$ cat src/rtl/rr_arbiter_4.sv
// Four-way round-robin arbiter with a registered one-hot grant and a registered shared data mux.
// Define ARB_TIMEOUT_EN to add the MAX_HOLD hold-timeout with forced rotation and the preempt pulse.
module rr_arbiter_4 #(
  parameter int unsigned MAX_HOLD = 8
) (
  input  logic       clk_i,
  input  logic       rst_ni,
  input  logic [3:0] req_i,
  input  logic [3:0] din_i,
  output logic [3:0] grant_o,
  output logic [1:0] sel_o,
  output logic       busy_o,
  output logic       dout_o,
  output logic       preempt_o
);

  typedef enum logic {IDLE, BUSY} state_e;

  if (MAX_HOLD < 2 || MAX_HOLD > 255) begin : g_bad_hold
    $error("rr_arbiter_4: MAX_HOLD must be within 2..255");
  end

  state_e     state_q, state_d;
  logic [1:0] ptr_q, ptr_d;
  logic [1:0] sel_q, sel_d;
  logic [3:0] grant_q, grant_d;
  logic       dout_q, dout_d;
  logic [1:0] win;
  logic       new_grant;

`ifdef ARB_TIMEOUT_EN
  localparam logic [7:0] LIMIT = 8'(MAX_HOLD - 1);
  logic [7:0] cnt_q, cnt_d;
  logic       preempt_q, preempt_d;
`endif

  // Scan from the highest offset down so the requester closest to ptr wins.
  always_comb begin
    win = ptr_q;
    for (int i = 3; i >= 0; i--) begin
      if (req_i[ptr_q + 2'(i)]) win = ptr_q + 2'(i);
    end
  end

  always_comb begin
    state_d   = state_q;
    ptr_d     = ptr_q;
    sel_d     = sel_q;
    new_grant = 1'b0;
`ifdef ARB_TIMEOUT_EN
    cnt_d     = cnt_q;
    preempt_d = 1'b0;
`endif
    case (state_q)
      IDLE: if (|req_i) new_grant = 1'b1;
      BUSY: begin
        if (!req_i[sel_q]) begin
          if (|req_i) new_grant = 1'b1;
          else        state_d   = IDLE;
        end
`ifdef ARB_TIMEOUT_EN
        else if (cnt_q == LIMIT) begin
          // ptr already points past the holder, so win is another requester when one exists.
          if (|(req_i & ~grant_q)) begin
            new_grant = 1'b1;
            preempt_d = 1'b1;
          end
        end else begin
          cnt_d = cnt_q + 8'd1;
        end
`endif
      end
      default: state_d = IDLE;
    endcase
    if (new_grant) begin
      state_d = BUSY;
      sel_d   = win;
      ptr_d   = win + 2'd1;
`ifdef ARB_TIMEOUT_EN
      cnt_d   = '0;
`endif
    end
    grant_d = (state_d == BUSY) ? (4'b0001 << sel_d) : 4'b0000;
    dout_d  = (state_d == BUSY) & din_i[sel_d];
  end

  always_ff @(posedge clk_i or negedge rst_ni) begin
    if (!rst_ni) begin
      state_q <= IDLE;
      ptr_q   <= '0;
      sel_q   <= '0;
      grant_q <= '0;
      dout_q  <= 1'b0;
    end else begin
      state_q <= state_d;
      ptr_q   <= ptr_d;
      sel_q   <= sel_d;
      grant_q <= grant_d;
      dout_q  <= dout_d;
    end
  end

`ifdef ARB_TIMEOUT_EN
  always_ff @(posedge clk_i or negedge rst_ni) begin
    if (!rst_ni) begin
      cnt_q     <= '0;
      preempt_q <= 1'b0;
    end else begin
      cnt_q     <= cnt_d;
      preempt_q <= preempt_d;
    end
  end
  assign preempt_o = preempt_q;
`else
  assign preempt_o = 1'b0;
`endif

  assign grant_o = grant_q;
  assign sel_o   = sel_q;
  assign busy_o  = (state_q == BUSY);
  assign dout_o  = dout_q;

endmodule

$ cat config.mk
export PLATFORM = sky130hd
export DESIGN_NAME = rr_arbiter_4
export DESIGN_NICKNAME = d
export VERILOG_FILES = /design/src/rtl/rr_arbiter_4.sv
export SDC_FILE = /design/constraint.sdc
export NUM_CORES = 1
export LEC_CHECK = 0
export BUFFER_PORTS_ARGS = -buffer_cell sky130_fd_sc_hd__buf_4
export CORE_AREA = 2 2 39 41
export CTS_BUF_LIST = sky130_fd_sc_hd__clkbuf_8
export CTS_CLUSTER_DIAMETER = 100
export CTS_CLUSTER_SIZE = 12
export DETAILED_ROUTE_END_ITERATION = 12
export DIE_AREA = 0 0 41 43
export HOLD_SLACK_MARGIN = 0.05
export PLACE_DENSITY = 0.69
export SETUP_SLACK_MARGIN = 0.05
export SLEW_MARGIN = 10
export SYNTH_ARGS = -nofsm -noshare
export SYNTH_HDL_FRONTEND = slang
export SYNTH_SLANG_ARGS = --single-unit
$ cat constraint.sdc
create_clock -name clk_i -period 2.3 [get_ports clk_i]
set_clock_uncertainty 0.15 [all_clocks]
set_input_delay 0.345 -clock clk_i [delete_from_list [all_inputs] [get_ports clk_i]]
set_output_delay 0.345 -clock clk_i [all_outputs]
set_load 0.005 [all_outputs]
# == Yosys cells after proc, flatten, opt, wreduce, memory -nomap -nowiden ==
# Index checks and enable logic that the tools add are counted.
# totals
ff_bits,10
inputBits,10
out_inout_bits,9
wordCells,43
# classes
add_sub_neg,4
n_lt_le_gt_ge,6
n_shift,1
mux,24
n_bitwise,2
reduce_logical,1
# op_table
operator,count
$lt 2x3->1 const B,6
$bmux 1 s2,6
$mux 1,11
$mux 2,5
$add 2x1->2 const B,2
$add 2x2->2 const B,2
$mux 4,1
$reduce_or 4->1,1
$shl 1x2->4 const A,1
$pmux 1 s2,1
$and 1x1->1,1
$not 1->1,1

# == Depth between registers and ports, before layout ==
# Gate-level depths: netlist of the first run.
# logic_depth
word_depth,11
ltp_mapped,7

# == Least setup slack after synthesis of the first run ==
# No wires, ideal clock.
# synth_path
path_type,register to register
start,"register sel_q[1], in the netlist sel_o[1]"
end,"register dout_q, in the netlist dout_o"
setup_time_ns,0.125
t_arrival_ns,1.557
required_time_ns,2.025
setup_slack_ns,0.468
path_stages_with_launch,6
n_path_buf,0
synth_period_minus_slack_ns,1.832
path_cell_list,dfrtp_1 > mux2_2 > nand3b_1 > nand2b_4 > mux2i_2 > mux2_4
# synth_between
elab_chain_len,8
# synth_lines
item,line_no,rtl
from (decl),25,"logic [1:0] sel_q, sel_d;"
from (signal assigned),97,sel_q <= sel_d;
$bmux 1 s2,57,if (!req_i[sel_q]) begin
$mux 1 (not written as such),57,
$mux 1,57,
$pmux 1 s2,54,case (state_q)
$mux 2,75,if (new_grant) begin
$bmux 1 s2,84,dout_d = (state_d == BUSY) & din_i[sel_d];
$mux 1 (not written as such),84,
$and 1x1->1 (*),84,
net dout_d,27,"logic dout_q, dout_d;"
to (signal assigned),99,dout_q <= dout_d;
to (decl),27,
# The timed path passes the listed nets; every way through them passes the cells marked *. The select of a mux whose other input is x is not followed.
# A chain may end at the register's enable or synchronous reset.

# == Worst setup path after layout of the first run ==
# Ends and elaborated chain as after synthesis.

==> results list, run 1 <==
* CP max FO: 6
* Die outline height: 43 µm
* Clock tree root buffer cell: sky130_fd_sc_hd__clkbuf_8
- Data required time of the critical path: 2.27 ns
- Largest net degree at the start of global routing: 11
- The number of endpoints with negative hold slack in the final report came to 0.
- Classification of the worst setup path: reg -> reg
- Routed Antenna Nets: 0
* Number of search-and-repair iterations in the first detailed-routing pass: 5
- Across the run, the number of max-cap violations was 0.
* DRC Markers: 0
- Number of slew-limit violations in the final report: 0
- Sequential elements use 44.74% of the synthesized area.
- Share of layout cells above drive strength 1: 39.24%
- After clock tree synthesis, the clock-pin slew on the worst setup and hold paths is approximately 0.05 ns.
- Number of enable-type register cells in the synthesized netlist: 0
- Final net count: 90
* Crit-path leading delay family: multiplexers
- Wirelength per Cell: around 12 µm
- The routed design has 1.109 mm of wire.
- For the finished layout, the period the worst path requires is around 1.9 ns.
- Yosys attributes the largest share of cell area to sky130_fd_sc_hd__dfrtp_1 (45%), sky130_fd_sc_hd__nor2_1 (5.4%), sky130_fd_sc_hd__nand2_1 (4.0%).
- Input and output buffers added on the ports amount to 17.
- Counting buffers and inverters, the worst setup path is 5 cells deep.
- Number of buffers between clock root and the deepest sink: 2
- For this run, the top clock speed supported by timing is 517.7 MHz.
- Of the post-synthesis cell area, the dominant cell type holds 44.74%.
- The largest individual stage delay along the critical path comes from the cell sky130_fd_sc_hd__dfrtp_1.
- The area growth from synthesis to layout is 36.69%.
* Finished layout cell area: about 760 µm²
- Endpoint of the most critical register-to-register path: dout_o
* Number of cells traversed by the worst register-to-register path: 5
- STA classifies the critical path endpoint as a flip-flop.
- Setup violations remaining at the end of the flow were counted as 0.
- Critical register-to-register path startpoint: sel_o[1]
* Total Power: about 0.97 mW
* Worst hold margin: 0.2282 ns
- Die area: 1763 µm²
- Post-placement cell area: 699.4 µm²
- FF-to-FF setup slack: 0.37 ns
* Post-route fraction of the period consumed by the critical path: 83.98%
- Outcome: finished, final reports clean
- Number of global-route vias before repair: 446
- Gates resized during post-CTS repair numbered 0.
* Slowest Stage Delay on Critical Path: 0.43 ns
* Peak VDD IR: 0.6824 mV
* TritonCTS buffer count: 3
* Worst min-delay path class: in -> reg
* Number of placement rows: 14
- The number of nets in the synthesized netlist is 68.
- Data arrives at the worst endpoint at between 1.5 and 2 ns.
- Dividing the detail-routed via count by the number of cells gives 5.000.
* Total clock sinks: 10
- The initial antenna violation count is 0.
* Initial core utilization: around two fifths
* Gp weighted congestion: approximately 0.81
- In the final timing run, aggregate negative setup slack is 0 ns.
* TritonCTS clock tree: built
- Sum of overflow across all layers after global routing: 0
- First-pass GRT wire length: 1.952 mm
* Final cell utilization of the core: 55.24%
- Setup repair after global routing left no endpoint under its margin.
* Commonest cells in the synthesized netlist: sky130_fd_sc_hd__dfrtp_1 (10), sky130_fd_sc_hd__nor2_1 (8), sky130_fd_sc_hd__nand2_1 (6)
* Core area: approximately 1400 µm²
- Clock latency of the later-clocked register in the worst-skew pair: 0.24 ns
* I/O pin count: 19
* Number of distinct library cells after synthesis: 27
- Count of mapped cells out of synthesis: 58
* Post-synthesis cell area: 559.3 µm²
* Library cell with the largest summed area after synthesis: sky130_fd_sc_hd__dfrtp_1
- The worst hold path was traced through 3 stages.
- CP startpoint: sel_o[1]
- Most frequent cell after synthesis: sky130_fd_sc_hd__dfrtp_1
- Predominant post-synthesis flop cell: sky130_fd_sc_hd__dfrtp_1
- Number of inserted diodes: 0
* Final HPWL from detailed placement: between 800 and 900 µm
- Launching element type of the critical path: flip-flop
* Overall fraction of global-route tracks in use: 17.00%
- Vias after detailed routing: 475
- Iter 0 DRT Violations: 4
* CTS H-tree lvls: 1
- Cell-by-cell trace of the critical path: mux2_2 > nand3b_1 > nand2b_4 > mux2i_2 > mux2_4
* Setup crit end: dout_o
- From left edge to right edge, the die measures 41 µm.
* Leakage dissipation: ~0.38 nW
- Flip-flop and latch count after synthesis: 10
- A synthesized cell averages 9.643 µm².
- Power density cells: 1268 nW/µm²
* Yosys warning total: 0
- The critical path contains buffers and inverters numbering 0 combined.
* Share of flip-flops with an asynchronous set or reset after synthesis: 100.0%
worst register-to-register path, cell delays in order (launching register included):
cell and delay [ns]:
sky130_fd_sc_hd__dfrtp_1 0.43, sky130_fd_sc_hd__mux2_2 0.36, sky130_fd_sc_hd__nand3b_1 0.17, sky130_fd_sc_hd__nand2b_4 0.10
sky130_fd_sc_hd__mux2i_2 0.28, sky130_fd_sc_hd__mux2_4 0.32
placed cells by master (no fill, tap or decap), types with 3 or more instances in the layout:
cell	instances
sky130_fd_sc_hd__buf_4	17
sky130_fd_sc_hd__clkbuf_8	4
sky130_fd_sc_hd__inv_1	4
sky130_fd_sc_hd__nor2_1	8
sky130_fd_sc_hd__dfrtp_1	10
sky130_fd_sc_hd__nand2_1	6
sky130_fd_sc_hd__nor2b_1	3
sky130_fd_sc_hd__o22ai_1	3
sequential cells by signal (all words and copies together) (netlist names):
register and count:
grant_o 4, ptr_q 2, busy_o 1, sel_o 2, dout_o 1
how the worst min path moves through the flow:
stage,start,to,slack (ns)
3_5_place_dp,rst_ni,grant_o[1],0.03
5_1_grt,req_i[2],busy_o,0.24
3_3_place_gp,rst_ni,sel_o[1],0.03
4_1_cts,req_i[2],busy_o,0.22
2_1_floorplan,rst_ni,busy_o,-0.10
6_report,req_i[2],busy_o,0.23
timing repair:
| action | CTS | global route |
|---|---|---|
| setup buffers | 0 | 0 |
| hold endpoints to repair | 10 | 0 |
| setup endpoints to repair | 0 | 0 |
| hold buffers | 1 | 0 |
power breakdown:
part	internal, mW	switching (mW)
Sequential	0.251	0.0570
Clock	0.150	0.0689
Combinational	0.240	0.202
Total	0.642	0.328
through the flow:
step           instances  setup WS (ns)
2_1_floorplan         58         0.4683
3_3_place_gp          90         0.2425
3_5_place_dp          90         0.2229
4_1_cts               95         0.3649
5_1_grt               95         0.2672
6_report              95         0.3685
kinds of logic after synthesis:
group / synth area share [%]
simple gates: 20.81
compound gates: 16.78
flops: 44.74
buf+inv: 4.697
mux: 10.74
xor+xnor: 1.566
other cells: 0.6705
area by class of cell:
cell class / instances / area, µm²
Clock buffer: 4 / 55.05
Fill cell: 112 / 619.3
Inverter: 5 / 18.77
Multi-Input combinational cell: 42 / 282.8
Sequential cell: 10 / 250.2
Tap cell: 16 / 20.02
Timing Repair Buffer: 18 / 137.6
layer usage:
metal	up-vias	track usage [%]	part of all wire [%]
met5	-	0	0
met4	0	8.667	2.8
met3	4	6.283	6.0
met2	14	24.69	48
met1	218	21.12	43
li1	239	-	-
Power figures use the tool's default switching activity.
==> run 2, diff against run 1 <==
--- a/config.mk
+++ b/config.mk
@@ -13,7 +13,7 @@
 export DETAILED_ROUTE_END_ITERATION = 12
 export DIE_AREA = 0 0 41 43
 export HOLD_SLACK_MARGIN = 0.05
-export PLACE_DENSITY = 0.69
+export PLACE_DENSITY = 0.71
 export SETUP_SLACK_MARGIN = 0.05
 export SLEW_MARGIN = 10
 export SYNTH_ARGS = -nofsm -noshare
==> constraint.sdc (replaced) <==
create_clock -name clk_i -period 1.64 [get_ports clk_i]
set_clock_uncertainty 0.15 [all_clocks]
set_input_delay 0.246 -clock clk_i [delete_from_list [all_inputs] [get_ports clk_i]]
set_output_delay 0.246 -clock clk_i [all_outputs]
set_load 0.005 [all_outputs]
==> results list, run 2 (synthesized netlist as in run 1, its figures left out) <==
- Outcome: finished, violations left (was finished, final reports clean)
- Violations in the final reports: negative setup slack
- The share of the core filled with cells in the final layout was 64.56% (was 55.24%).
* Data arrival, critical path: 1.77 ns (was 1.90 ns)
* Data required time of the critical path: 1.60 ns (was 2.27 ns)
* Antenna violations before repair: 0 (unchanged)
- Critical register-to-register path startpoint: sel_o[1] (unchanged)
- The core area was 1384 µm² (unchanged).
- Placed cells: 101 (was 90)
* Overall fraction of global-route tracks in use: 19.84% (was 17.00%)
* Endpoint, Worst Hold: busy_o (unchanged)
* Min Tclk post-route: 1.807 ns (was 1.932 ns)
- The total global routing overflow was 0 (unchanged).
* TritonCTS buffer count: 3 (unchanged)
* Worst min-delay path startpoint: req_i[1] (was req_i[2])
- Count of buffers from port buffering: 17 (unchanged)
* I/O pin count: 19 (unchanged)
* Total setup violations reported at the end of the flow: 7 (was 0)
- Gp weighted congestion: 0.8141 (was 0.8110)
- Width of the die: 41 µm (unchanged)
- The depth of the worst register-to-register path is 5 (unchanged).
- Clock slew seen by the registers of the worst setup and hold paths: 0.05 ns (about the same)
- The source-to-sink clock delay at the later pin of the worst-skew pair was 0.23 ns (was 0.24 ns).
- The area of the die was 1763 µm² (unchanged).
- CP max FO: 4 (was 6)
* Final net count: 102 (was 90)
- The estimated wirelength of the detail-placed design came to 1.072 mm (was 828.9 µm).
- The layout cell share with drive strength beyond 1 was 52.75% (was 39.24%).
* Number of placement rows: 14 (unchanged)
* Max FFs per register: 4 (unchanged)
* Peak VDD IR: 0.8436 mV (was 0.6824 mV)
- The type of element capturing the critical path was a flip-flop (unchanged).
* Hold-critical path depth: 4 (was 3)
- Worst hold margin: 0.2028 ns (was 0.2282 ns)
* FF-to-FF setup slack: -0.17 ns (was 0.37 ns)
- The average detailed-routed wire length per instance is 13.68 µm (was 11.67 µm).
- Clock tree root buffer cell: sky130_fd_sc_hd__clkbuf_8 (unchanged)
* Master of the slowest instance on the critical path: sky130_fd_sc_hd__dfrtp_2 (was sky130_fd_sc_hd__dfrtp_1)
- DRC Markers: 0 (unchanged)
- The maximum root-to-sink buffer count is 2 (unchanged).
- Launching element type of the critical path: flip-flop (unchanged)
- Number of search-and-repair iterations in the first detailed-routing pass: 2 (was 5)
- The smallest setup slack after layout is -0.1674 ns (was 0.3685 ns).
* Endpoint of the most critical register-to-register path: dout_o (unchanged)
* Routed Antenna Nets: 0 (unchanged)
- Number of failing hold endpoints at the final stage: 0 (unchanged)
* MaxCap Viol Count: 0 (unchanged)
* Leakage dissipation: 0.4439 nW (was 0.3803 nW)
* Number of inserted diodes: 0 (unchanged)
- Number of slew-limit violations in the final report: 0 (unchanged)
* Max Clk Rate: 553.3 MHz (was 517.7 MHz)
- Drt via density: 4.953 (was 5.000)
* Most common cell after layout, fill and taps aside: sky130_fd_sc_hd__buf_4 (unchanged)
* Vias after detailed routing: 530 (was 475)
- Slowest Stage Delay on Critical Path: 0.44 ns (was 0.43 ns)
- First-pass GRT wire length: 2.408 mm (was 1.952 mm)
- CP startpoint: sel_o[1] (unchanged)
* Power density cells: 1894 nW/µm² (was 1268 nW/µm²)
* Worst min-delay path class: in -> reg (unchanged)
* Total clock sinks: 10 (unchanged)
* Initial core utilization: 40.42% (unchanged)
* Number of global-route vias before repair: 555 (was 446)
- Classification of the worst setup path: reg -> reg (unchanged)
* Setup repair after global routing missed its margin: yes (was no)
- The final wirelength came to 1.464 mm (was 1.109 mm).
- Iter 0 DRT Violations: 9 (was 4)
- The height of the chip was 43 µm (unchanged).
- The total power of the final layout was 1.692 mW (was 0.9696 mW).
* Area growth from synthesis to layout: 59.73% (was 36.69%)
- Cell-by-cell trace of the critical path: mux2_4 > nand3b_1 > nand2b_4 > mux2i_4 > mux2_4 (was mux2_2 > nand3b_1 > nand2b_4 > mux2i_2 > mux2_4)
- Most used cells in the layout excluding fill and tap cells: sky130_fd_sc_hd__buf_4 (28), sky130_fd_sc_hd__dfrtp_1 (9), sky130_fd_sc_hd__nor2_1 (6), sky130_fd_sc_hd__nand2_1 (6), sky130_fd_sc_hd__clkbuf_8 (4) (was sky130_fd_sc_hd__buf_4 (17), sky130_fd_sc_hd__dfrtp_1 (10), sky130_fd_sc_hd__nor2_1 (8))
- TritonCTS clock tree: built (unchanged)
* Post-route fraction of the period consumed by the critical path: 110.2% (was 83.98%)
- The number of H-tree levels came to 1 (unchanged).
* Cell with the most instances on the worst path: sky130_fd_sc_hd__mux2_4
- Largest net degree at the start of global routing: 11 (unchanged)
* Non-filler instance count after layout: 107 (was 95)
run 2: worst max-delay path: cells and delay by family, from the launching register on:
family / cells / cell delay [ns]
simple gates: 2 / 0.33
mux: 3 / 0.76
flops: 1 / 0.44
run 2: layer usage:
layer,vias to the layer above,wire length [µm],track usage [%]
li1,269,-,-
met1,249,662,28.05
met2,12,755,30.94
met3,0,46,1.571
met4,0,0,6.000
met5,-,0,0
run 2: what timing repair did:
item                                   in CTS  in global routing
endpoints found under the hold margin      10                  0
resized for setup                           7                  1
setup endpoints to repair                   8                  9
buffers inserted                            2                  0
pin swaps                                   0                  1
hold buffers                                1                  0
run 2: area by class of cell:
class / instances / area (µm²)
inverters: 5 / 21.27
fillers: 114 / 490.5
well taps: 16 / 20.02
repair buffers: 30 / 231.5
multi-input cells: 42 / 314.1
flip-flops and latches: 10 / 251.5
clock buffers: 4 / 55.05
run 2: worst max path at each step:
stage,to,slack (ns)
6_report,dout_o,-0.17
5_1_grt,grant_o[0],-0.23
4_1_cts,dout_o,-0.14
3_5_place_dp,dout_o,-0.21
3_3_place_gp,dout_o,-0.17
2_1_floorplan,dout_o,-0.13
run 2: through the flow:
stage	area [µm²]	worst slack (ns)	setup TNS, ns
floorplan	575.6	-0.1258	-0.1258
global placement	798.3	-0.1738	-0.5588
detailed placement	798.3	-0.2134	-0.9005
CTS	887.1	-0.1427	-0.4010
global route	893.4	-0.2346	-1.279
finish	893.4	-0.1674	-0.6491
run 2: power breakdown:
part,switching [mW],internal (mW),leakage (nW)
Sequential,0.0928,0.355,0.119
Combinational,0.414,0.528,0.296
Clock,0.0923,0.211,0.0288
Total,0.599,1.09,0.444
==> run 3, diff against run 2 <==
--- a/config.mk
+++ b/config.mk
@@ -19,3 +19,4 @@
 export SYNTH_ARGS = -nofsm -noshare
 export SYNTH_HDL_FRONTEND = slang
 export SYNTH_SLANG_ARGS = --single-unit
+export TNS_END_PERCENT = 1
==> constraint.sdc (replaced) <==
create_clock -name clk_i -period 1.5 [get_ports clk_i]
set_clock_uncertainty 0.15 [all_clocks]
set_input_delay 0.225 -clock clk_i [delete_from_list [all_inputs] [get_ports clk_i]]
set_output_delay 0.225 -clock clk_i [all_outputs]
set_load 0.005 [all_outputs]
==> results list, run 3 (synthesized netlist as in run 1, its figures left out) <==
- DRC Markers: 0 (unchanged)
- Critical register-to-register path startpoint: sel_o[1] (unchanged)
- The initial antenna violation count is 0 (unchanged).
- FF-to-FF setup slack: -0.29 ns (was -0.17 ns)
* Number of cells traversed by the worst register-to-register path: 5 (unchanged)
- Endpoint, Worst Hold: busy_o (unchanged)
* Core area: 1384 µm² (unchanged)
- Share of layout cells above drive strength 1: 55.32% (was 52.75%)
* Power density cells: 2032 nW/µm² (was 1894 nW/µm²)
- Number of buffers between clock root and the deepest sink: 2 (unchanged)
- CTS H-tree lvls: 1 (unchanged)
* Hold-critical path depth: 4 (unchanged)
* TritonCTS buffer count: 3 (unchanged)
- The CTS root buffer was sky130_fd_sc_hd__clkbuf_8 (unchanged).
- Routed Antenna Nets: 0 (unchanged)
- The worst setup timing slack at the placement stage came to -0.2998 ns (was -0.2134 ns).
* Initial core utilization: 40.42% (unchanged)
- Most common cell after layout, fill and taps aside: sky130_fd_sc_hd__buf_4 (unchanged)
- The source-to-sink clock delay at the later pin of the worst-skew pair is 0.23 ns (about the same).
- Min Tclk post-route: 1.788 ns (was 1.807 ns)
* Gp weighted congestion: 0.8241 (was 0.8141)
- Overall fraction of global-route tracks in use: 18.64% (was 19.84%)
* Total setup violations reported at the end of the flow: 9 (was 7)
- Area growth from synthesis to layout: 63.53% (was 59.73%)
- The max-cap violation count is 0 (unchanged).
* Width of the die: 41 µm (unchanged)
- The max-slew violation count came to 0 (unchanged).
- Sort of element at the end of the critical path: flip-flop (unchanged)
- Post-route fraction of the period consumed by the critical path: 119.2% (was 110.2%)
- Launching element type of the critical path: flip-flop (unchanged)
- The required time of the worst setup path came to 1.47 ns (was 1.60 ns).
- Setup repair after global routing missed its margin: yes (unchanged)
* I/O pin count: 19 (unchanged)
- Max Clk Rate: 559.2 MHz (was 553.3 MHz)
* Violations in the final reports: negative setup slack (unchanged)
- The number of endpoints with negative hold slack in the final report is 0 (unchanged).
* Placed cells: 104 (was 101)
- Die outline height: 43 µm (unchanged)
- The worst min-delay path class is in -> reg (unchanged).
- Endpoint of the most critical register-to-register path: dout_o (unchanged)
- Count of buffers from port buffering: 17 (unchanged)
- Max FFs per register: 4 (unchanged)
- Cell-by-cell trace of the critical path: mux2_4 > nand3b_1 > nand2b_4 > mux2i_4 > mux2_4 (unchanged).
- The number of global-route vias before repair was 514 (was 555).
- Outcome: finished, violations left (unchanged).
- The starting DRC count in detailed routing is 7 (was 9).
- The non-filler instance count after layout was 110 (was 107).
- Number of inserted diodes: 0 (unchanged)
* Final HPWL from detailed placement: 1.030 mm (was 1.072 mm)
- The number of core rows was 14 (unchanged).
- The per-cell via count in the routed design came to 4.836 (was 4.953).
* Number of search-and-repair iterations in the first detailed-routing pass: 4 (was 2)
- The origin of the worst min-delay path was req_i[1] (unchanged).
* Clock slew seen by the registers of the worst setup and hold paths: 0.05 ns (about the same)
- Classification of the worst setup path: reg -> reg (unchanged)
- The total vias in the final route is 532 (was 530).
* Final critical-path setup slack: -0.2883 ns (was -0.1674 ns)
* Wirelength per Cell: 12.69 µm (was 13.68 µm)
- Slowest Stage Delay on Critical Path: 0.42 ns (was 0.44 ns)
- Total clock sinks: 10 (unchanged)
- Data arrival, critical path: 1.75 ns (was 1.77 ns)
* Final cell utilization of the core: 66.09% (was 64.56%)
* Sum of overflow across all layers after global routing: 0 (unchanged)
* Master of the slowest instance on the critical path: sky130_fd_sc_hd__dfrtp_2 (unchanged)
- The maximum vdd drop was 0.8947 mV (was 0.8436 mV).
- Wire length reported by the detailed router: 1.396 mm (was 1.464 mm)
- First-pass GRT wire length: 2.159 mm (was 2.408 mm)
- Final net count: 105 (was 102)
- Most used cells in the layout excluding fill and tap cells: sky130_fd_sc_hd__buf_4 (31), sky130_fd_sc_hd__dfrtp_1 (8), sky130_fd_sc_hd__nor2_1 (6), sky130_fd_sc_hd__nand2_1 (6), sky130_fd_sc_hd__clkbuf_8 (4) (was sky130_fd_sc_hd__buf_4 (28), sky130_fd_sc_hd__dfrtp_1 (9), sky130_fd_sc_hd__nor2_1 (6), sky130_fd_sc_hd__nand2_1 (6), sky130_fd_sc_hd__clkbuf_8 (4)).
* Largest net degree at the start of global routing: 11 (unchanged)
- Leakage dissipation: 0.4570 nW (was 0.4439 nW)
- Cell with the most instances on the worst path: sky130_fd_sc_hd__mux2_4 (unchanged)
* TritonCTS clock tree: built (unchanged)
- The area of the die is 1763 µm² (unchanged).
- The fill cell instance count of the final layout came to 109 (was 114).
* CP max FO: 3 (was 4)
==> run 3: worst max path at each step <==
stage | start | endpoint | slack, ns | depth (start not counted)
final | sel_o[1] | dout_o | -0.29 | 5
after floorplan | sel_o[1] | dout_o | -0.27 | 5
after global placement | req_i[0] | dout_o | -0.27 | 7
after CTS | sel_o[1] | dout_o | -0.27 | 5
after detailed placement | req_i[0] | dout_o | -0.30 | 7
after global routing | sel_o[1] | dout_o | -0.35 | 5
==> run 3: metrics by stage <==
step | hold slack, ns | area (µm²) | setup TNS [ns] | power (mW)
after floorplan | -0.2206 | 573.1 | -0.6271 | 0.9691
after CTS | 0.1708 | 900.9 | -1.397 | 1.804
final | 0.1804 | 914.6 | -1.797 | 1.858
after global placement | -0.09542 | 818.3 | -1.530 | 1.383
after global routing | 0.1884 | 914.6 | -2.378 | 1.999
after detailed placement | -0.09360 | 818.3 | -1.731 | 1.410
==> run 3: metal layers <==
layer,track usage (%),part of all wire (%),vias to the layer above
met2,31.25,54,8
met4,10.00,1.0,0
li1,-,-,269
met5,0,0,-
met1,20.86,43,253
met3,3.141,2.1,2
==> run 3: final cells by class <==
cell class                 instances  area, µm²  area share (%)
tap                               16      20.02           2.189
timing repair buffer              33      254.0           27.77
inverter                           5      18.77           2.052
multi-input combinational         42      314.1           34.34
sequential                        10      252.7           27.63
clock buffer                       4      55.05           6.019
==> run 3: power breakdown <==
group	internal (mW)	switching, mW
Sequential	0.391	0.0881
Clock	0.231	0.105
Combinational	0.608	0.436
==> run 3: worst max-delay path, delay by kind of cell, from the launching register on <==
kind,cells,cell delay [ns]
simple gates,2,0.34
mux,3,0.76
flops,1,0.42
==> run 3: what timing repair did <==
item	in CTS	in global routing
pin swaps	3	1
endpoints found under the hold margin	10	0
hold buffers	1	0
setup endpoints to repair	9	9
setup buffers	0	1
resized for setup	6	3
